===== src/rtl/rr_arbiter.sv =====
// -----------------------------------------------------------------------------
// rr_arbiter
//
// Round-robin arbiter that shares one single-ported resource among N
// requesters. The registered one-hot grant drives the resource's input mux.
// An owner keeps the grant for as long as it holds its request high.
// At least one idle cycle always separates two consecutive grants.
// Priority rotates: the search starts just after the owner that last left.
//
// Parameters:
//   N         number of requesters (2..8)
//   IDW       width of gnt_id, >= ceil(log2 N)
//   MAX_HOLD  maximum consecutive grant cycles per owner (timeout build only)
//
// Ports:
//   clk        single clock, rising edge
//   reset      synchronous, active-high reset
//   req        level-sensitive request vector, bit i = requester i
//   gnt        registered one-hot grant, zero when nothing is granted
//   gnt_valid  registered, high exactly when gnt is non-zero
//   gnt_id     registered binary owner index, holds while gnt_valid = 0
//   timeout    registered one-cycle pulse when a grant is forcibly revoked
//
// Build option:
//   ARB_TIMEOUT_EN  when defined, a hold counter revokes a grant after
//                   MAX_HOLD cycles; when undefined, timeout is tied 0 and
//                   grants are held indefinitely.
//
// state | meaning
// IDLE  | no owner; arbitrate among pending requests
// GRANT | one owner holds the resource until release or revocation
// -----------------------------------------------------------------------------
module rr_arbiter #(
  parameter int N        = 4,
  parameter int IDW      = 2,
  parameter int MAX_HOLD = 16
) (
  input  logic           clk,
  input  logic           reset,
  input  logic [N-1:0]   req,
  output logic [N-1:0]   gnt,
  output logic           gnt_valid,
  output logic [IDW-1:0] gnt_id,
  output logic           timeout
);

  if (N < 2 || N > 8 || IDW < $clog2(N) || MAX_HOLD < 1) begin : g_param_check
    $error("rr_arbiter: illegal parameter combination");
  end

  typedef enum logic {
    IDLE  = 1'b0,
    GRANT = 1'b1
  } state_t;

  state_t         state_q, state_d;
  logic [N-1:0]   gnt_q, gnt_d;
  logic           gnt_valid_q, gnt_valid_d;
  logic [IDW-1:0] gnt_id_q, gnt_id_d;
  logic [IDW-1:0] ptr_q, ptr_d;

  logic           pick_found;
  logic [IDW-1:0] pick_idx;
  logic [N-1:0]   pick_onehot;
  logic           owner_req;
  logic [IDW-1:0] ptr_after_owner;

  // (base + offs) mod N, for base < N and offs < N
  function automatic logic [IDW-1:0] wrap_idx(input logic [IDW-1:0] base,
                                              input int offs);
    int sum;
    sum = int'(base) + offs;
    if (sum >= N) sum = sum - N;
    return IDW'(sum);
  endfunction

  // Rotating-priority search: ptr, ptr+1, ..., wrapping to ptr-1.
  always_comb begin
    pick_found  = 1'b0;
    pick_idx    = '0;
    pick_onehot = '0;
    for (int k = 0; k < N; k++) begin
      if (!pick_found && req[wrap_idx(ptr_q, k)]) begin
        pick_found  = 1'b1;
        pick_idx    = wrap_idx(ptr_q, k);
        pick_onehot = {{(N-1){1'b0}}, 1'b1} << wrap_idx(ptr_q, k);
      end
    end
  end

  // The grant is one-hot, so masking req with it yields the owner's request.
  assign owner_req       = |(req & gnt_q);
  assign ptr_after_owner = (int'(gnt_id_q) == N - 1) ? '0 : gnt_id_q + 1'b1;

`ifdef ARB_TIMEOUT_EN
  localparam int HW = $clog2(MAX_HOLD + 1);
  // Revoke on the edge where the count would reach MAX_HOLD, which leaves
  // exactly MAX_HOLD cycles of grant.
  localparam logic [HW-1:0] HOLD_LAST = HW'(MAX_HOLD - 1);

  logic [HW-1:0] hold_q, hold_d;
  logic          timeout_q, timeout_d;
`endif

  always_comb begin
    state_d     = state_q;
    gnt_d       = gnt_q;
    gnt_valid_d = gnt_valid_q;
    gnt_id_d    = gnt_id_q;
    ptr_d       = ptr_q;
`ifdef ARB_TIMEOUT_EN
    hold_d      = hold_q;
    timeout_d   = 1'b0;
`endif
    case (state_q)
      IDLE: begin
        if (pick_found) begin
          state_d     = GRANT;
          gnt_d       = pick_onehot;
          gnt_valid_d = 1'b1;
          gnt_id_d    = pick_idx;
`ifdef ARB_TIMEOUT_EN
          hold_d      = '0;
`endif
        end
      end
      GRANT: begin
        // Release takes precedence over revocation in the same cycle.
        if (!owner_req) begin
          state_d     = IDLE;
          gnt_d       = '0;
          gnt_valid_d = 1'b0;
          ptr_d       = ptr_after_owner;
        end
`ifdef ARB_TIMEOUT_EN
        else if (hold_q == HOLD_LAST) begin
          state_d     = IDLE;
          gnt_d       = '0;
          gnt_valid_d = 1'b0;
          ptr_d       = ptr_after_owner;
          timeout_d   = 1'b1;
          hold_d      = '0;
        end else begin
          hold_d      = hold_q + 1'b1;
        end
`endif
      end
      default: begin
        state_d     = IDLE;
        gnt_d       = '0;
        gnt_valid_d = 1'b0;
      end
    endcase
  end

  always_ff @(posedge clk) begin
    if (reset) begin
      state_q     <= IDLE;
      gnt_q       <= '0;
      gnt_valid_q <= 1'b0;
      gnt_id_q    <= '0;
      ptr_q       <= '0;
`ifdef ARB_TIMEOUT_EN
      hold_q      <= '0;
      timeout_q   <= 1'b0;
`endif
    end else begin
      state_q     <= state_d;
      gnt_q       <= gnt_d;
      gnt_valid_q <= gnt_valid_d;
      gnt_id_q    <= gnt_id_d;
      ptr_q       <= ptr_d;
`ifdef ARB_TIMEOUT_EN
      hold_q      <= hold_d;
      timeout_q   <= timeout_d;
`endif
    end
  end

  assign gnt       = gnt_q;
  assign gnt_valid = gnt_valid_q;
  assign gnt_id    = gnt_id_q;
`ifdef ARB_TIMEOUT_EN
  assign timeout   = timeout_q;
`else
  assign timeout   = 1'b0;
`endif

endmodule


===== config.mk =====
export PLATFORM = sky130hd
export DESIGN_NAME = rr_arbiter
export DESIGN_NICKNAME = d
export VERILOG_FILES = /design/src/rtl/rr_arbiter.sv
export SDC_FILE = /design/constraint.sdc
export NUM_CORES = 1
export LEC_CHECK = 0
export ABC_AREA = 0
export CAP_MARGIN = 0
export CORE_ASPECT_RATIO = 0.6
export CORE_UTILIZATION = 43
export CTS_BUF_LIST = sky130_fd_sc_hd__clkbuf_8
export DETAILED_ROUTE_END_ITERATION = 6
export PLACE_DENSITY = 0.64
export RECOVER_POWER = 50
export SYNTH_ARGS = -nofsm -noshare
export SYNTH_HDL_FRONTEND = slang
export SYNTH_SLANG_ARGS = --single-unit

===== constraint.sdc =====
create_clock -name clk -period 6 [get_ports clk]
set_clock_uncertainty 0.05 [all_clocks]
set_input_delay 0.6 -clock clk [delete_from_list [all_inputs] [get_ports clk]]
set_output_delay 0.6 -clock clk [all_outputs]
set_load 0.01 [all_outputs]

==> metrics.txt <==
outcome finished, final reports clean; Power Internal 263 uW; critical path's top delay family flip-flops; hold buffers post-CTS 0; Die X 62.5 um; Final Wtd Congestion 0.853; Lkg Pwr 0.425 nW; Least-Margin Pin Slew 0.681 ns; syn nets 122; R2R setup slack 2.95 ns; Yosys top cell by area dfxtp_1; hold crit path type reg -> reg; DRT Pass-1 Iters 4; Max Fclk 328 MHz; Die Y-Extent 38.3 um; critical path startpoint category register; post-synthesis cell type count 37; Synth warnings 0; DRT iter0 DRCs 98; CTS Buffer Depth 2; Post-synth top cells a21oi_1, dfxtp_1, ha_1, nor2_1, inv_1; antenna diode count 0; root buffer cell clkbuf_8; ANT nets after route 0; Setup TNS 0 ns; Clock Pin Slew Worst Setup and Hold Paths 0.05 ns; Post-CTS Resized 0; Setup CP Type reg -> reg; H-tree depth 1; crit path launch ptr_q[0]; port bufs 12; GRT Util Overall 21.2%; worst path bufs/invs 1; Design Area, Final 1100 um^2; critical path arrival 3.14 ns; Comb pwr share 55.1%; unrepaired setup endpoints after global routing false; sequential share of the synthesized area 21.2%; die area 2390 um^2; Seq cells post-synth 10; drt wl/cell 16.5 um; DRC Markers 0; first-pass GRT wire length 3.73 mm; Power Dens Cells 420 nW/um^2; crit-path max FO 17; fin crit period 3.05 ns; final net count 129; Final Worst Setup Slack 2.95 ns; Num CTS Buffers 3; Synth Area per Inst 8.67 um^2; fill cell count 178; synthesized instance count 109; Area growth syn-to-layout 16.3%; top cells by area, synth dfxtp_1, mux4_2, ha_1, a21oi_1, mux2i_1; HPWL Detailed 1.77 mm; Sink Count 10; I/O pins 14; worst hold path stage count 2; Synth Cell Area 945 um^2; antenna violations before repair 0; TritonCTS clock tree yes; Placement Rows 12; Reg2Reg Depth 7; Setup violations, final 0; most frequently used flop master after synthesis dfxtp_1; initial core utilization 48.4%; VDD IR max 0.211 mV; crit-path cells inv_1, ha_1, mux4_2, nor3_4, a21oi_4, or3b_1, o41ai_1; gr ovfl total 0; crit path capture type register; worst r2r src ptr_q[0]; CP peak stage delay 0.75 ns; dpl cell area 1040 um^2; drt total wl 2.36 mm; Slew HR 54.5%; Clock Latency Late Sink 0.23 ns; maxcap violations 0; layout cells sized above 1 13.9%; Post-synth EDFFs 0; most common cell in the netlist a21oi_1; min-delay src gnt_valid; FFs w/ async S/R, synth 0%; r2r endpoint gnt_id[1]; Hold Path End gnt_valid; vias in the first global route 735; Clk network pwr share 18.4%; total number of vias 879; Post-CTS Setup Bufs 0; Place WS 3.00 ns; Slowest-stage cell, CP dfxtp_1; sw power 198 uW; period utilization 50.9%; Hold Fails Final Rpt 0; Critical Path RT 6.09 ns; pin count of the biggest net entering global routing 18; core area 1950 um^2; Sw Share 43.0%; Flop pwr share 26.4%; number of vias per cell 6.15; area share of the largest cell type after synthesis 21.2%; Max Transition Viols Final 0
## layout make-up
type / instances / area [um^2] / area share [%]
multi-input cells: 83 / 666 / 60.6
flip-flops and latches: 10 / 200 / 18.2
clock buffers: 4 / 55.1 / 5.01
inverters: 6 / 22.5 / 2.05
repair buffers: 12 / 120 / 10.9
well taps: 28 / 35.0 / 3.19
## worst max-delay path by stage
stage                     slack, ns  depth (start not counted)         to
after floorplan                3.11                         10  gnt_id[1]
after global placement         3.08                          6  gnt_id[1]
after detailed placement       3.00                          7  gnt_id[1]
after CTS                      2.97                          7  gnt_id[1]
after global routing           2.71                          7  gnt_id[1]
final                          2.95                          7  gnt_id[1]
## per-stage QoR
step	power, mW	util [%]	cells	hold WS [ns]
final	0.461	56.3	143	0.446
after global routing	0.491	56.3	143	0.489
after CTS	0.464	56.3	143	0.457
after detailed placement	0.378	53.5	139	0.446
after global placement	0.373	53.5	139	0.447
after floorplan	0.307	-	109	0.478
## kinds of logic after synthesis
| logic type | share of synthesized area [%] |
|---|---|
| and+or+nand+nor | 16.2 |
| muxes | 18.4 |
| adders and majority gates | 9.27 |
| DFF | 21.2 |
| buffers and inverters | 8.34 |
| AOI/OAI and AO/OA | 26.2 |
| other | 0.397 |
## metal layers
layer  track usage [%]  routed length (um)  share of wire, %  vias up
met1              29.1                1160                49      406
met4              2.91                  14              0.59        0
met2              33.7                 983                42       49
li1                  -                   -                 -      420
met5                 0                   0                 0        -
met3              6.25                 200               8.5        4
## tightest hold or removal path, stage by stage (launching register included)
cell and delay (ns):
dfxtp_1 0.32, a21oi_1 0.06, nor2_1 0.08
## power groups by stage
stage	combinational (mW)	clock [mW]	sequential [mW]
floorplan	0.198	0	0.108
global placement	0.251	0	0.121
detailed placement	0.255	0	0.123
CTS	0.256	0.0861	0.122
global route	0.277	0.0882	0.126
finish	0.254	0.0851	0.122
## cell usage in the layout (no fill, tap or decap), types with 5 or more instances in the layout
cell / netlist / routed
inv_1: 6 / 6
dlygate4sd3_1: 0 / 8
ha_1: 7 / 7
dfxtp_1: 10 / 10
nor2_1: 7 / 7
a21oi_1: 14 / 14
mux2i_1: 5 / 5
## state kept, by name, indices dropped and copies added (netlist names)
register and cells:
gnt_id 2, ptr_q 2, gnt_valid 1, state_q 1
gnt 4
(Power assumes the default switching activity.)
